===== src/rtl/pc_sequencer_if.sv =====
`default_nettype none
// ============================================================================
//  Interface : pc_sequencer_if
//  Purpose   : Groups the command handshake, memory read request and program
//              counter control/feedback signals of pc_sequencer.
//  Modports  : master - the sequencer (drives PC controls, memory request,
//                       cmd_ready and done; receives commands, read data and
//                       the PC feedback)
//              slave  - the surrounding system (command source, memory and
//                       program counter)
//  Signals   : cmd_valid/cmd/vec_sel  command and vector select
//              data_in                memory read data / branch offset
//              pcl_in/pch_in          current PC fed back
//              INC_en, PCLin_en, PCHin_en, ADLin_en, ADHin_en, ADLout, ADHout
//                                     program counter controls and load value
//              mem_addr/mem_rd        memory read request
//              cmd_ready/done         handshake status
//  Revision  : 1.0 - initial release
// ============================================================================
interface pc_sequencer_if;
    logic        cmd_valid;
    logic [1:0]  cmd;
    logic [1:0]  vec_sel;
    logic [7:0]  data_in;
    logic [7:0]  pcl_in;
    logic [7:0]  pch_in;

    logic        INC_en;
    logic        PCLin_en;
    logic        PCHin_en;
    logic        ADLin_en;
    logic        ADHin_en;
    logic [7:0]  ADLout;
    logic [7:0]  ADHout;
    logic [15:0] mem_addr;
    logic        mem_rd;
    logic        cmd_ready;
    logic        done;

    modport master (
        input  cmd_valid, cmd, vec_sel, data_in, pcl_in, pch_in,
        output INC_en, PCLin_en, PCHin_en, ADLin_en, ADHin_en,
        output ADLout, ADHout, mem_addr, mem_rd, cmd_ready, done
    );

    modport slave (
        output cmd_valid, cmd, vec_sel, data_in, pcl_in, pch_in,
        input  INC_en, PCLin_en, PCHin_en, ADLin_en, ADHin_en,
        input  ADLout, ADHout, mem_addr, mem_rd, cmd_ready, done
    );
endinterface
`default_nettype wire


===== src/rtl/pc_sequencer.sv =====
`default_nettype none
// ============================================================================
//  Module    : pc_sequencer
//  Purpose   : Control sequencer for an 8-bit CPU program counter. Executes
//              INC, JMP (absolute, two byte fetch), BRANCH (signed 8-bit
//              relative with page fix-up) and VECTOR (NMI/RESET/IRQ fetch)
//              commands, one step per sys_clock edge qualified by CLOCK_ph2.
//  Ports     : sys_clock  system clock, rising edge
//              rst        synchronous active-high reset; starts RESET vector
//              CLOCK_ph2  step strobe
//              bus        pc_sequencer_if.master (commands, memory, PC)
//  Revision  : 1.0 - initial release
// ============================================================================
module pc_sequencer (
    input  logic           sys_clock,
    input  logic           rst,
    input  logic           CLOCK_ph2,
    pc_sequencer_if.master bus
);

    typedef enum logic [2:0] {
        IDLE   = 3'd0,
        RD_LO  = 3'd1,
        RD_HI  = 3'd2,
        LOAD   = 3'd3,
        BR_ADD = 3'd4,
        BR_FIX = 3'd5,
        VEC_LO = 3'd6,
        VEC_HI = 3'd7
    } state_t;

    localparam logic [1:0] CMD_INC    = 2'b00;
    localparam logic [1:0] CMD_JMP    = 2'b01;
    localparam logic [1:0] CMD_BRANCH = 2'b10;
    localparam logic [1:0] CMD_VECTOR = 2'b11;

    localparam logic [1:0] VEC_NMI    = 2'b00;
    localparam logic [1:0] VEC_RESET  = 2'b01;
    localparam logic [1:0] VEC_IRQ    = 2'b10;

    state_t      state;
    logic [7:0]  lo;
    logic [7:0]  hi;
    logic [7:0]  offset;
    logic [1:0]  vec;

    logic        accept;
    logic [7:0]  vec_base;
    logic [8:0]  sum9;
    logic        page_cross;
    logic [15:0] pc;

    assign pc     = {bus.pch_in, bus.pcl_in};
    assign accept = (state == IDLE) && bus.cmd_valid && CLOCK_ph2 && !rst;

    // Low byte of the vector address; the unused select code falls back to
    // the RESET vector.
    always_comb begin
        case (vec)
            VEC_NMI: vec_base = 8'hFA;
            VEC_IRQ: vec_base = 8'hFE;
            default: vec_base = 8'hFC;
        endcase
    end

    // The offset is sign-extended into bit 8. Bit 8 of the sum is then set
    // exactly when the result leaves the current page: as a carry for a
    // positive offset, and (because a non-crossing negative sum wraps bit 8
    // back to zero) as a borrow for a negative one. The direction of the
    // crossing is simply the sign of the offset.
    assign sum9       = {1'b0, bus.pcl_in} + {offset[7], offset};
    assign page_cross = sum9[8];

    // Output decode from the current state. Nothing here depends on
    // CLOCK_ph2 except done (and the INC accept), so outputs stay stable
    // while the step strobe is low.
    always_comb begin
        bus.INC_en    = 1'b0;
        bus.PCLin_en  = 1'b0;
        bus.PCHin_en  = 1'b0;
        bus.ADLin_en  = 1'b0;
        bus.ADHin_en  = 1'b0;
        bus.ADLout    = lo;
        bus.ADHout    = hi;
        bus.mem_addr  = pc;
        bus.mem_rd    = 1'b0;
        bus.cmd_ready = 1'b0;
        bus.done      = 1'b0;

        case (state)
            IDLE: begin
                bus.cmd_ready = 1'b1;
                bus.PCLin_en  = 1'b1;
                bus.PCHin_en  = 1'b1;
                if (accept && (bus.cmd == CMD_INC)) begin
                    bus.INC_en = 1'b1;
                    bus.done   = 1'b1;
                end
            end
            RD_LO: begin
                bus.mem_rd   = 1'b1;
                bus.INC_en   = 1'b1;
                bus.PCLin_en = 1'b1;
                bus.PCHin_en = 1'b1;
            end
            RD_HI: begin
                bus.mem_rd   = 1'b1;
                bus.PCLin_en = 1'b1;
                bus.PCHin_en = 1'b1;
            end
            LOAD: begin
                bus.ADLout   = lo;
                bus.ADHout   = hi;
                bus.ADLin_en = 1'b1;
                bus.ADHin_en = 1'b1;
                bus.done     = CLOCK_ph2;
            end
            BR_ADD: begin
                bus.ADLout   = sum9[7:0];
                bus.ADLin_en = 1'b1;
                bus.PCHin_en = 1'b1;
                bus.done     = CLOCK_ph2 && !page_cross;
            end
            BR_FIX: begin
                bus.ADHout   = offset[7] ? (bus.pch_in - 8'd1) : (bus.pch_in + 8'd1);
                bus.ADHin_en = 1'b1;
                bus.PCLin_en = 1'b1;
                bus.done     = CLOCK_ph2;
            end
            VEC_LO: begin
                bus.mem_addr = {8'hFF, vec_base};
                bus.mem_rd   = 1'b1;
                bus.PCLin_en = 1'b1;
                bus.PCHin_en = 1'b1;
            end
            VEC_HI: begin
                bus.mem_addr = {8'hFF, vec_base + 8'd1};
                bus.mem_rd   = 1'b1;
                bus.PCLin_en = 1'b1;
                bus.PCHin_en = 1'b1;
            end
            default: begin
                bus.PCLin_en = 1'b1;
                bus.PCHin_en = 1'b1;
            end
        endcase

        // Reset abandons whatever is in flight: no completion is reported
        // and no command can be taken on the reset edge.
        if (rst) begin
            bus.cmd_ready = 1'b0;
            bus.done      = 1'b0;
        end
    end

    // State and operand latches. Reset goes straight into the RESET vector
    // fetch so the PC is reloaded without an explicit command.
    always_ff @(posedge sys_clock) begin
        if (rst) begin
            state  <= VEC_LO;
            vec    <= VEC_RESET;
            lo     <= 8'h00;
            hi     <= 8'h00;
            offset <= 8'h00;
        end else if (CLOCK_ph2) begin
            case (state)
                IDLE: begin
                    if (bus.cmd_valid) begin
                        case (bus.cmd)
                            CMD_JMP: state <= RD_LO;
                            CMD_BRANCH: begin
                                offset <= bus.data_in;
                                state  <= BR_ADD;
                            end
                            CMD_VECTOR: begin
                                vec   <= bus.vec_sel;
                                state <= VEC_LO;
                            end
                            default: state <= IDLE;
                        endcase
                    end
                end
                RD_LO: begin
                    lo    <= bus.data_in;
                    state <= RD_HI;
                end
                RD_HI: begin
                    hi    <= bus.data_in;
                    state <= LOAD;
                end
                LOAD:   state <= IDLE;
                BR_ADD: state <= page_cross ? BR_FIX : IDLE;
                BR_FIX: state <= IDLE;
                VEC_LO: begin
                    lo    <= bus.data_in;
                    state <= VEC_HI;
                end
                VEC_HI: begin
                    hi    <= bus.data_in;
                    state <= LOAD;
                end
                default: state <= IDLE;
            endcase
        end
    end

endmodule
`default_nettype wire


===== src/flat_wrapper.sv =====
// flat-port wrapper written by rule: the top's interface ports become plain ports
module pc_sequencer_flat 
  (sys_clock, rst, CLOCK_ph2, bus_cmd_valid, bus_cmd, bus_vec_sel, bus_data_in, bus_pcl_in, bus_pch_in, bus_INC_en, bus_PCLin_en, bus_PCHin_en, bus_ADLin_en, bus_ADHin_en, bus_ADLout, bus_ADHout, bus_mem_addr, bus_mem_rd, bus_cmd_ready, bus_done);
  pc_sequencer_if bus_i ();
  input  logic sys_clock;
  input  logic rst;
  input  logic CLOCK_ph2;
  input wire logic [$bits(bus_i.cmd_valid)-1:0] bus_cmd_valid;
  input wire logic [$bits(bus_i.cmd)-1:0] bus_cmd;
  input wire logic [$bits(bus_i.vec_sel)-1:0] bus_vec_sel;
  input wire logic [$bits(bus_i.data_in)-1:0] bus_data_in;
  input wire logic [$bits(bus_i.pcl_in)-1:0] bus_pcl_in;
  input wire logic [$bits(bus_i.pch_in)-1:0] bus_pch_in;
  output wire logic [$bits(bus_i.INC_en)-1:0] bus_INC_en;
  output wire logic [$bits(bus_i.PCLin_en)-1:0] bus_PCLin_en;
  output wire logic [$bits(bus_i.PCHin_en)-1:0] bus_PCHin_en;
  output wire logic [$bits(bus_i.ADLin_en)-1:0] bus_ADLin_en;
  output wire logic [$bits(bus_i.ADHin_en)-1:0] bus_ADHin_en;
  output wire logic [$bits(bus_i.ADLout)-1:0] bus_ADLout;
  output wire logic [$bits(bus_i.ADHout)-1:0] bus_ADHout;
  output wire logic [$bits(bus_i.mem_addr)-1:0] bus_mem_addr;
  output wire logic [$bits(bus_i.mem_rd)-1:0] bus_mem_rd;
  output wire logic [$bits(bus_i.cmd_ready)-1:0] bus_cmd_ready;
  output wire logic [$bits(bus_i.done)-1:0] bus_done;
  assign bus_i.cmd_valid = bus_cmd_valid;
  assign bus_i.cmd = bus_cmd;
  assign bus_i.vec_sel = bus_vec_sel;
  assign bus_i.data_in = bus_data_in;
  assign bus_i.pcl_in = bus_pcl_in;
  assign bus_i.pch_in = bus_pch_in;
  assign bus_INC_en = bus_i.INC_en;
  assign bus_PCLin_en = bus_i.PCLin_en;
  assign bus_PCHin_en = bus_i.PCHin_en;
  assign bus_ADLin_en = bus_i.ADLin_en;
  assign bus_ADHin_en = bus_i.ADHin_en;
  assign bus_ADLout = bus_i.ADLout;
  assign bus_ADHout = bus_i.ADHout;
  assign bus_mem_addr = bus_i.mem_addr;
  assign bus_mem_rd = bus_i.mem_rd;
  assign bus_cmd_ready = bus_i.cmd_ready;
  assign bus_done = bus_i.done;
  pc_sequencer u_core (.sys_clock(sys_clock), .rst(rst), .CLOCK_ph2(CLOCK_ph2), .bus(bus_i));
endmodule

===== config.mk =====
export PLATFORM = sky130hd
export DESIGN_NAME = pc_sequencer_flat
export DESIGN_NICKNAME = d
export VERILOG_FILES = /design/src/rtl/pc_sequencer_if.sv /design/src/rtl/pc_sequencer.sv /design/src/flat_wrapper.sv
export SDC_FILE = /design/constraint.sdc
export NUM_CORES = 1
export LEC_CHECK = 0
export CORE_MARGIN = 2
export CORE_UTILIZATION = 50
export CTS_CLUSTER_DIAMETER = 200
export DETAILED_ROUTE_END_ITERATION = 10
export GPL_TIMING_DRIVEN = 0
export PLACE_DENSITY = 0.86
export SYNTH_ARGS = -nofsm -noshare
export SYNTH_HDL_FRONTEND = slang
export SYNTH_SLANG_ARGS = --single-unit

===== constraint.sdc =====
create_clock -name sys_clock -period 6.1 [get_ports sys_clock]
set_input_delay 1.83 -clock sys_clock [delete_from_list [all_inputs] [get_ports sys_clock]]
set_output_delay 1.83 -clock sys_clock [all_outputs]
set_load 0.02 [all_outputs]

; Word level (Yosys, flattened, before mapping)
; Index checks and enable logic that the tools add are counted.
[word_totals]
reg_bits = 29
inputBits = 32
output_inout_bits = 40
word_cells = 63
[op_classes]
add_sub_neg = 4
eq_ne = 12
n_mux = 20
reduce_logical = 22
[op_table]
columns = op, count
row1 = $pmux W16 S2, 1
row2 = $mux W8, 3
row3 = $pmux W3 S6, 1
row4 = $eq A3 B3 Y1 const B, 4
row5 = $reduce_or A6 Y1, 2
row6 = $add A8 B9 Y9, 1
row7 = $mux W1, 9
row8 = $pmux W3 S3, 1
row9 = $add A8 B1 Y8 const B, 1
row10 = $reduce_and A4 Y1, 2
row11 = $reduce_or A2 Y1, 4
row12 = $sub A8 B1 Y8 const B, 1
row13 = $eq A2 B2 Y1 const B, 3
row14 = $eq A3 B2 Y1 const B, 2
row15 = $mux W3, 2
row16 = $pmux W3 S2, 1
row17 = $reduce_and A2 Y1, 3
row18 = $add A4 B2 Y5 const B, 1
row19 = $logic_and A1 B1 Y1, 5
row20 = $logic_not A2 Y1, 2
row21 = $reduce_or A4 Y1, 1
row22 = $eq A3 B1 Y1 const B, 1
row23 = $logic_not A3 Y1, 1
row24 = $pmux W1 S3, 1
row25 = other kinds (4), 5

; Depth between registers and ports, before layout
[depth]
word_depth = 8
mapped_depth = 7
depth_no_buf = 7

; Least setup slack after synthesis
; No wires, ideal clock.
[synth_path]
path_type = input-to-output
startpoint = in bus_pcl_in[0]
endpoint = out bus_done
arrival_ns = 3.897
required_ns = 4.270
path_slack_ns = 0.373
cell_stages = 7
path_buffers = 0
cell_sequence = ha_1 -> fa_1 -> a211oi_1 -> o211ai_1 -> nand2_1 -> nor4_1 -> a2111oi_1
[synth_between]
elab_chain_len = 5
[synth_rtl]
columns = item, line_no
row1 = from (decl), flat_wrapper.sv:12  ; input wire logic [$bits(bus_i.pcl_in)-1:0] bus_pcl_in;
row2 = $add A8 B9 Y9, pc_sequencer.sv:71  ; assign sum9 = {1'b0, bus.pcl_in} + {offset[7], offset};
row3 = $logic_not A1 Y1, pc_sequencer.sv:122  ; bus.done = CLOCK_ph2 && !page_cross;
row4 = $logic_and A1 B1 Y1, pc_sequencer.sv:122
row5 = $pmux W1 S3, pc_sequencer.sv:90  ; case (state)
row6 = $mux W1, pc_sequencer.sv:150  ; if (rst) begin
row7 = to (decl), flat_wrapper.sv:24  ; output wire logic [$bits(bus_i.done)-1:0] bus_done;
; Every way passes these cells.

; Worst setup path in the final report
[layout_path]
startpoint = in bus_pcl_in[0]
endpoint = out bus_ADLout[6]
[layout_between]
elab_chain_len = 2
[layout_rtl]
columns = item, line_no
row1 = $add A8 B9 Y9, pc_sequencer.sv:71
row2 = $mux W8, pc_sequencer.sv:90
row3 = to (decl), flat_wrapper.sv:19  ; output wire logic [$bits(bus_i.ADLout)-1:0] bus_ADLout;
; Every way passes these cells.

==> impl_metrics.toml <==
[place]
hpwl_um = 4700
portBuffers = 70
placed_cells = 390
placedInstanceArea_um2 = 2940
dp_slack_ns = -0.571
gp_congestion = 0.864

[route]
wire_per_inst_um = 15.7
detail-route-antenna-nets = 0
viasPerCell = 5.60
drt_iter0_markers = 156
vias = 2228
wirelength_um = 6260
dr.pass1.iters = 4
drc = 0

[logic_synthesis]
yosysWarnings = 0
synth_fa_ha_area_share_pct = 12.2
synth-xor-area-share_pct = 4.83
synth_top_family_by_area = "simple AND/OR/NAND/NOR gates"
synthesis.area_um2 = 2170
ys_seq_area_share_pct = 26.7
synthMuxAreaShare_pct = 12.5
syn_avg_cell_area_um2 = 8.05
synthSimpleGateAreaFrac_pct = 22.4
synth_cells = 270
synth_compound_area_share_pct = 18.8
synth_edf_count = 0
async_flop_share_pct = 0
ys_types = 42
ys.flop_type = "dfxtp_1"
synth-seq-cells = 29
syn_nets = 322

[die]
fp.dieH_um = 70.0
core-area_um2 = 4090
row_count = 23
io_pins = 72
start_util_pct = 53.2
die_area_um2 = 4890
die_w_um = 70.0

[power]
p_per_area_nw_per_um2 = 189
power.leakage_nw = 1.36
ir_drop_uv = 163

[sta]
rsz0062_at_grt = "false"
setup_viol = 0
fin_skew_ns = 0.00362
setup_ws_ns = 0.160
finalMaxSlewViolations = 0
worstMarginPinSlew_ns = 1.29
fin_crit_ns = 5.94
post-route-period-util_pct = 97.4
max_freq_mhz = 168
hold_ws_ns = 0.507
hold_viol = 0
relSlewSlack_pct = 13.4

[global_routing]
grt_pass1_vias = 2179
overflow = 0
grt_pass1_wl_um = 10300
track_usage_pct = 26.1
grt_max_degree = 14
grt_antenna_before_repair = 0

[cells_and_area]
fin_util_pct = 74.5
stdcell_count = 398
drive_gt1_share_pct = 6.32
syn_to_final_growth_pct = 40.0
fill_cells = 345
final_nets = 399
final_area_um2 = 3050
n_antenna_cell = 0

[min_path]
hp-class = "reg -> reg"

[clocking]
clk_latency_ns = 0.28
cts.sinks = 29
clock_tree.root_cell = "clkbuf_8"
cts_buffers = 5
tritoncts = "yes"
h-tree-depth = 2
cts.clk_slew.worst_paths_ns = 0.07
clock_path_buffers = 2

[worst_setup_path]
critPathRequiredTime_ns = 4.27
worstPathMaxFanout = 3
arrival_ns = 4.11
end_kind = "primary output"
startpoint_type = "input pin"
crit_type = "in -> out"

[job]
maxCapViolCount = 0

[run_status]
status = "completed"
==> cell type report <==
cell class	instances	area, µm²	area share [%]
multi-input combinational	227	1560	51.2
timing repair buffer	70	701	23.0
sequential	29	581	19.1
clock buffer	5	68.8	2.26
tap	50	62.6	2.05
buffer	9	36.3	1.19
inverter	5	18.8	0.616
clock inverter	3	17.5	0.575
==> sequential cells by signal, summed over array words and instances (netlist names) <==
name	cells
u_core.vec	2
u_core.state	3
u_core.hi	8
u_core.offset	8
u_core.lo	8
==> kinds of logic (layout without fill, tap and decap cells) <==
logic type | count (synthesis) | count (layout)
AND/OR/NAND/NOR | 103 | 103
adder cells (fa/ha/maj) | 20 | 20
flip-flops | 29 | 29
AO/OA/AOI/OAI | 65 | 65
buffers and inverters | 14 | 92
multiplexers | 27 | 27
XOR/XNOR | 12 | 12
==> through the flow <==
stage | total power, mW | TNS [ns]
after global routing | 0.603 | 0
after global placement | 0.417 | -0.668
after detailed placement | 0.420 | -0.850
after floorplan | 0.322 | 0
after CTS | 0.575 | 0
final | 0.575 | 0
==> placed cells by master, fill, tap and decap left out, types with 3 or more instances in the layout <==
cell	n
a21oi_1	9
nor2b_1	3
nor3_1	7
dlymetal6s2s_1	3
nand2_1	30
dfxtp_1	29
xnor2_1	4
clkbuf_8	5
a21o_1	6
clkdlybuf4s50_1	63
o21a_1	3
o21ai_0	26
buf_2	3
xor2_1	8
mux2i_1	25
ha_1	18
o21bai_1	3
inv_1	5
clkbuf_1	7
nand2b_1	14
nor2_1	35
a211oi_1	3
==> report_power, final <==
group	internal (mW)	switching [mW]	leakage [nW]
clock network	0.0786	0.0797	0.0439
logic	0.0997	0.113	1.08
registers	0.198	0.00549	0.236
total	0.377	0.198	1.36
==> worst max-delay path, cell delays in order <==
cell	delay (ns)
clkdlybuf4s50_1	0.46
ha_1	0.27
fa_1	0.44
a211oi_2	0.24
o21bai_1	0.11
a21oi_1	0.21
xor2_1	0.09
o21ai_0	0.15
clkdlybuf4s15_1	0.33
==> worst paths after layout <==
path | start | endpoint | slack (ns) | cells past startpoint
max | bus_pcl_in[0] | bus_ADLout[6] | 0.16 | 9
min | u_core.lo[5] | u_core.lo[5] | 0.51 | 2
max reg2reg | u_core.state[0] | u_core.state[0] | 4.00 | 7
min reg2reg | u_core.lo[5] | u_core.lo[5] | 0.51 | 2
==> Yosys cell counts, drive strengths merged (6+ instances only) <==
cell	number	share of area [%]
mux2i	25	12
nand2b	14	4.0
nand2	30	5.2
a21o	6	2.1
ha	18	10
xor2	8	3.2
a21oi	9	2.1
o21ai	27	6.4
clkbuf	7	1.2
nor3	7	1.6
nor2	36	6.3
dfxtp	29	27
==> routing by layer <==
layer	share of wire, %	global-route usage [%]
met2	49	45.5
met3	6.1	5.63
met1	44	32.9
met5	0	0
met4	0.81	5.77
==> repair_timing <==
item,4_1_cts,5_1_grt
hold buffers,0,0
gates cloned,0,0
endpoints found under the setup margin,4,6
gates resized for setup,10,6
pin swaps,0,1
setup buffers,0,0
Note: power is estimated with default switching activity, not from simulation.
